[config.mk]
export PLATFORM = sky130hd
export DESIGN_NAME = sipo_framed
export DESIGN_NICKNAME = d
export VERILOG_FILES = /design/src/rtl/sipo_framed_pkg.sv /design/src/rtl/sipo_framed_bit_sync.sv /design/src/rtl/sipo_framed.sv
export SDC_FILE = /design/constraint.sdc
export NUM_CORES = 1
export LEC_CHECK = 0
export BUFFER_PORTS_ARGS = -buffer_cell sky130_fd_sc_hd__buf_2
export CAP_MARGIN = 20
export CORE_MARGIN = 4
export CORE_UTILIZATION = 35
export DETAILED_ROUTE_END_ITERATION = 8
export PLACE_DENSITY = 0.56
export SLEW_MARGIN = 40
export SYNTH_ARGS = -nofsm -noshare
export SYNTH_HDL_FRONTEND = slang
export SYNTH_SLANG_ARGS = --single-unit
[constraint.sdc]
create_clock -name clk -period 1.6 [get_ports clk]
set_clock_uncertainty 0.05 [all_clocks]
set_input_delay 0.32 -clock clk [delete_from_list [all_inputs] [get_ports clk]]
set_output_delay 0.32 -clock clk [all_outputs]
set_load 0.05 [all_outputs]
[src/rtl/sipo_framed_pkg.sv]
// sipo_framed_pkg -- shared definitions for the framed serial deserializer.
//   * Receiver FSM state encodings (localparams) and the enum built on them.
//   * Default clk cycles per serial bit used by the receiver and its benches.
package sipo_framed_pkg;

    localparam int SIPO_DEFAULT_CPB = 16;

    localparam logic [2:0] ENC_IDLE      = 3'd0;
    localparam logic [2:0] ENC_START     = 3'd1;
    localparam logic [2:0] ENC_DATA      = 3'd2;
    localparam logic [2:0] ENC_PARITY    = 3'd3;
    localparam logic [2:0] ENC_STOP      = 3'd4;
    localparam logic [2:0] ENC_WAIT_HIGH = 3'd5;

    typedef enum logic [2:0] {
        ST_IDLE      = ENC_IDLE,
        ST_START     = ENC_START,
        ST_DATA      = ENC_DATA,
        ST_PARITY    = ENC_PARITY,
        ST_STOP      = ENC_STOP,
        ST_WAIT_HIGH = ENC_WAIT_HIGH
    } sipo_state_e;

endpackage

[src/rtl/sipo_framed_bit_sync.sv]
// bit_sync -- two-flop synchronizer for a single asynchronous input bit.
// Ports:
//   clk   : sampling clock
//   reset : asynchronous, active-high; both flops load RESET_VAL
//   d     : asynchronous input
//   q     : synchronized output (two clk edges of latency)
module bit_sync #(
    parameter logic RESET_VAL = 1'b1
) (
    input  logic clk,
    input  logic reset,
    input  logic d,
    output logic q
);

    logic meta_p0;

    always_ff @(posedge clk or posedge reset) begin
        if (reset) begin
            meta_p0 <= RESET_VAL;
            q       <= RESET_VAL;
        end else begin
            meta_p0 <= d;
            q       <= meta_p0;
        end
    end

endmodule

[src/rtl/sipo_framed.sv]
// sipo_framed -- framed serial-in, parallel-out receiver.
// Frame: start bit (low), DATA_W data bits, optional parity bit, stop bit (high).
// Ports:
//   clk          : single rising-edge clock
//   reset        : asynchronous, active-high
//   i_serial     : serial line, idles high, asynchronous to clk
//   o_data       : received word, stable while o_valid is high
//   o_valid      : o_data holds an unconsumed word
//   i_ready      : consumer takes the word when o_valid && i_ready
//   o_parity_err : parity mismatch for the held word (qualified by o_valid)
//   o_frame_err  : one-cycle pulse, stop bit sampled low
//   o_overrun    : one-cycle pulse, good frame dropped because output was full
//   o_busy       : receiver FSM is not idle
module sipo_framed
    import sipo_framed_pkg::*;
#(
    parameter int DATA_W         = 7,
    parameter int CYCLES_PER_BIT = SIPO_DEFAULT_CPB,
    parameter bit LSB_FIRST      = 1'b1,
    parameter bit PARITY_EN      = 1'b0,
    parameter bit PARITY_ODD     = 1'b0
) (
    input  logic              clk,
    input  logic              reset,
    input  logic              i_serial,
    output logic [DATA_W-1:0] o_data,
    output logic              o_valid,
    input  logic              i_ready,
    output logic              o_parity_err,
    output logic              o_frame_err,
    output logic              o_overrun,
    output logic              o_busy
);

    localparam int CNT_W = $clog2(CYCLES_PER_BIT);
    localparam int IDX_W = $clog2(DATA_W + 1);

    localparam logic [CNT_W-1:0] HALF_LAST = CNT_W'(CYCLES_PER_BIT / 2 - 1);
    localparam logic [CNT_W-1:0] BIT_LAST  = CNT_W'(CYCLES_PER_BIT - 1);
    localparam logic [IDX_W-1:0] IDX_LAST  = IDX_W'(DATA_W - 1);

    // Insert one received bit; LSB-first fills from the top so the first
    // bit ends up in [0], MSB-first fills from the bottom.
    function automatic logic [DATA_W-1:0] shift_in(input logic [DATA_W-1:0] word,
                                                   input logic              b);
        logic [DATA_W-1:0] b_ext;
        b_ext = DATA_W'(b);
        if (LSB_FIRST)
            return (word >> 1) | (b_ext << (DATA_W - 1));
        else
            return (word << 1) | b_ext;
    endfunction

    function automatic logic parity_mismatch(input logic [DATA_W-1:0] word,
                                             input logic              pbit);
        return ((^word) ^ pbit) != PARITY_ODD;
    endfunction

    logic              s;
    sipo_state_e       state, state_next;
    logic [CNT_W-1:0]  cnt, cnt_next;
    logic [IDX_W-1:0]  idx, idx_next;
    logic              shift_en;
    logic              par_sample;
    logic              stop_sample;
    logic [DATA_W-1:0] shreg;
    logic              perr_pend;
    logic              good_p0;
    logic              bad_p0;

    // Stage: line synchronisation into s
    bit_sync #(
        .RESET_VAL (1'b1)
    ) u_sync (
        .clk   (clk),
        .reset (reset),
        .d     (i_serial),
        .q     (s)
    );

    always_comb begin
        state_next  = state;
        cnt_next    = cnt + 1'b1;
        idx_next    = idx;
        shift_en    = 1'b0;
        par_sample  = 1'b0;
        stop_sample = 1'b0;
        case (state)
            ST_IDLE: begin
                cnt_next = '0;
                if (!s) state_next = ST_START;
            end
            ST_START: begin
                // Mid-start-bit check: a line that is high again was a glitch.
                if (cnt == HALF_LAST) begin
                    cnt_next   = '0;
                    idx_next   = '0;
                    state_next = s ? ST_IDLE : ST_DATA;
                end
            end
            ST_DATA: begin
                if (cnt == BIT_LAST) begin
                    cnt_next = '0;
                    shift_en = 1'b1;
                    idx_next = idx + 1'b1;
                    if (idx == IDX_LAST)
                        state_next = PARITY_EN ? ST_PARITY : ST_STOP;
                end
            end
            ST_PARITY: begin
                if (cnt == BIT_LAST) begin
                    cnt_next   = '0;
                    par_sample = 1'b1;
                    state_next = ST_STOP;
                end
            end
            ST_STOP: begin
                if (cnt == BIT_LAST) begin
                    cnt_next    = '0;
                    stop_sample = 1'b1;
                    state_next  = s ? ST_IDLE : ST_WAIT_HIGH;
                end
            end
            ST_WAIT_HIGH: begin
                // A break (held-low line) must not look like a new start bit.
                cnt_next = '0;
                if (s) state_next = ST_IDLE;
            end
            default: begin
                cnt_next   = '0;
                state_next = ST_IDLE;
            end
        endcase
    end

    // Stage: FSM sampling, p0 frame-complete flags
    always_ff @(posedge clk or posedge reset) begin
        if (reset) begin
            state     <= ST_IDLE;
            cnt       <= '0;
            idx       <= '0;
            perr_pend <= 1'b0;
            good_p0   <= 1'b0;
            bad_p0    <= 1'b0;
        end else begin
            state   <= state_next;
            cnt     <= cnt_next;
            idx     <= idx_next;
            good_p0 <= stop_sample && s;
            bad_p0  <= stop_sample && !s;
            if (par_sample)
                perr_pend <= parity_mismatch(shreg, s);
        end
    end

    always_ff @(posedge clk) begin
        if (shift_en)
            shreg <= shift_in(shreg, s);
    end

    // Stage: output register and handshake
    always_ff @(posedge clk or posedge reset) begin
        if (reset) begin
            o_data       <= '0;
            o_valid      <= 1'b0;
            o_parity_err <= 1'b0;
            o_frame_err  <= 1'b0;
            o_overrun    <= 1'b0;
        end else begin
            o_frame_err <= bad_p0;
            o_overrun   <= 1'b0;
            if (good_p0 && (!o_valid || i_ready)) begin
                // A word accepted on this same edge frees the slot for the new one.
                o_data       <= shreg;
                o_parity_err <= perr_pend;
                o_valid      <= 1'b1;
            end else begin
                if (good_p0)
                    o_overrun <= 1'b1;
                if (o_valid && i_ready)
                    o_valid <= 1'b0;
            end
        end
    end

    assign o_busy = (state != ST_IDLE);

endmodule

==> results.cfg <==
[pwr]
leakage_uw = 0.000922
switching_share = 0.291
cellPowerDensity_nw_per_um2 = 1520
comb_power_share = 0.395
power_uw = 2910
p_int_uw = 2060
p_switching_uw = 845
p_clk_frac = 0.258
irDropWorstVdd_mv = 0.771
seqPwrFrac = 0.347

[timing]
fmaxAchievable_mhz = 574
drv_slew = 0
hold_viol = 0
slew_headroom = 0.757
min_period_ps = 1740
rsz0062_at_grt = yes
finalSetupViolCount = 10
fin_ws_ps = -142
fin_crit_sh = 1.09
hold_ws_ps = 33.2
worstMarginPinSlew_ps = 364

[layout]
stdcell_count = 205
drive_gt1_frac = 0.408
finalNetCount = 163
area_growth_pct = 33.4
final_cell_mix = dfrtp_1 (23), buf_4 (20), buf_2 (14)
post-route-util = 0.502
num_antenna_cells = 0
stdcell_area_sq_um = 1910
layout_commonest_cell = dfrtp_1

[synth]
ys_ff_latch = 33
ys.flop_type = dfrtp_1
ys_seq_area_frac = 0.604
yosysWarnings = 0
syn_area_per_cell_sq_um = 13.0
syn_inst = 110
syn_nets = 117
syn_area_sq_um = 1430
synth_top_area_frac = 0.420
synth-edff-count = 7
async_flop_share = 0.788
synthDistinctLibCells = 35
synthTopCellsByArea = dfrtp_1 (42%), edfxtp_1 (15%), xnor2_1 (4.9%)
synth_area_leader_cell = dfrtp_1

[clock_tree]
cts_tree = built
htreeDepth = 2
clk_latency_ps = 280
path_clk_slew_ps = 70
cts_buffers = 5
clock_path_buffers = 2
cts_root_buffer = clkbuf_8
clock_sinks = 33

[place]
gp_congestion = 0.763
dpl_cell_area_sq_um = 1690
place_inst = 190
io_buffer_count = 15
hpwl_mm = 1.84

[critical_path]
crit_buf_inv = 1
r2r-end = state[1]$_DFFE_PP0P_
rrSetupSlack_ps = -140
cp.depth = 5
crit_type = flip-flop to flip-flop
critical_path.max_fanout = 4
required_ps = 1720
slowest_delay_ps = 400
r2r_cells = 5
crit_arrival_ps = 1860
start_kind = flip-flop
r2r-start = state[0]$_DFFE_PP0P_
timing.critical_path.cells = buf_6 > or3b_4 > a21o_1 > o311ai_4 > mux2_4
crit_slowest_cell = dfrtp_1
cp-end-kind = flip-flop
critPathTopFamily = flip-flops

[die]
die_h_um = 71.9
pin_count = 16
rows = 22
initial_core_util = 0.376
die_area_sq_um = 5170
die_w_um = 71.9
core_area_sq_um = 3800

[grt]
grt_pass1_wl_mm = 4.50
grt_max_degree = 27
grt_pass1_vias = 1001
grt.overflow.total = 0
grt_antenna_before_repair = 0
grt_usage = 0.115

[route]
dr.first_iter.drc_count = 24
viasPerCell = 4.79
wire_per_inst_um = 13.0
drc = 0
via_count = 981
ant_nets = 0
wirelength_mm = 2.67
dr.pass1.iters = 4

[flow_run]
cap_violations = 0

[run_status]
outcome = finished, violations left
violations = negative setup slack

[min_path]
hold_class = primary input to asynchronous set/reset pin
## power groups by stage
stage	Combinational (uW)	Clock [uW]	Sequential [uW]
CTS	1040	778	1000
global route	1240	824	1020
detailed placement	892	0	1030
floorplan	617	0	1000
global placement	872	0	1030
finish	1150	749	1010
## state kept, by name (all words and copies together), names as in the netlist, 3 cells and up
register	count
state	3
idx	3
shreg	7
cnt	4
o_data	7
## worst min-delay path: stages
cell   delay [ps]
buf_2         100
inv_1          40
buf_4         310
## synthesized netlist by cell type (2+ instances only)
master	number
dfrtp_1	24
nor2_1	8
xnor2_1	8
edfxtp_1	7
nand2_1	6
nand2b_1	5
o21ai_1	5
mux2_1	4
mux2_2	4
a21oi_1	3
ha_1	3
inv_1	3
and2_1	2
dfstp_2	2
mux2_4	2
nor3_1	2
or2_1	2
or3b_1	2
xor2_1	2
## stage by stage
step,setup TNS [ps],worst slack (ps)
6_report,-444,-142
5_1_grt,-1000,-181
4_1_cts,-343,-129
3_5_place_dp,-177,-66.2
3_3_place_gp,-58.8,-22.9
2_1_floorplan,0,20.3
## timing repair
| item | in CTS | in global routing |
|---|---|---|
| setup buffers | 5 | 2 |
| gates resized for setup | 7 | 12 |
| hold buffers | 0 | 0 |
| endpoints found under the setup margin | 4 | 15 |
| pin swaps | 3 | 3 |
## area by class of cell
| class | instances | area [sq um] |
|---|---|---|
| multi-input cells | 71 | 556 |
| fillers | 349 | 1890 |
| repair buffers | 41 | 299 |
| clock buffers | 6 | 72.6 |
| well taps | 48 | 60.1 |
| clock inverters | 2 | 33.8 |
| flip-flops and latches | 33 | 865 |
| inverters | 4 | 22.5 |
## kinds of logic after synthesis
group / count (synthesis) / share of synthesized area
flops: 33 / 0.604
xor+xnor: 10 / 0.0612
simple gates: 34 / 0.129
buf+inv: 6 / 0.0219
fa+ha+maj: 3 / 0.0262
compound gates: 14 / 0.0744
mux: 10 / 0.0840
## how the worst max path moves through the flow
stage / slack, ps / to / start
final: -140 / state[1]$_DFFE_PP0P_ / state[0]$_DFFE_PP0P_
after detailed placement: -70 / state[0]$_DFFE_PP0P_ / state[1]$_DFFE_PP0P_
after floorplan: 20 / state[0]$_DFFE_PP0P_ / state[0]$_DFFE_PP0P_
after CTS: -130 / o_busy / state[0]$_DFFE_PP0P_
after global routing: -180 / o_busy / state[2]$_DFFE_PP0P_
after global placement: -20 / state[1]$_DFFE_PP0P_ / state[1]$_DFFE_PP0P_
## layer usage
layer,wire (um),global-route usage,part of all wire,vias up
li1,-,-,-,474
met1,1160,0.133,0.43,473
met2,1300,0.183,0.49,27
met3,159,0.0485,0.060,7
met4,52,0.0543,0.019,0
met5,0,0,0,-
Power figures use the tool's default switching activity.
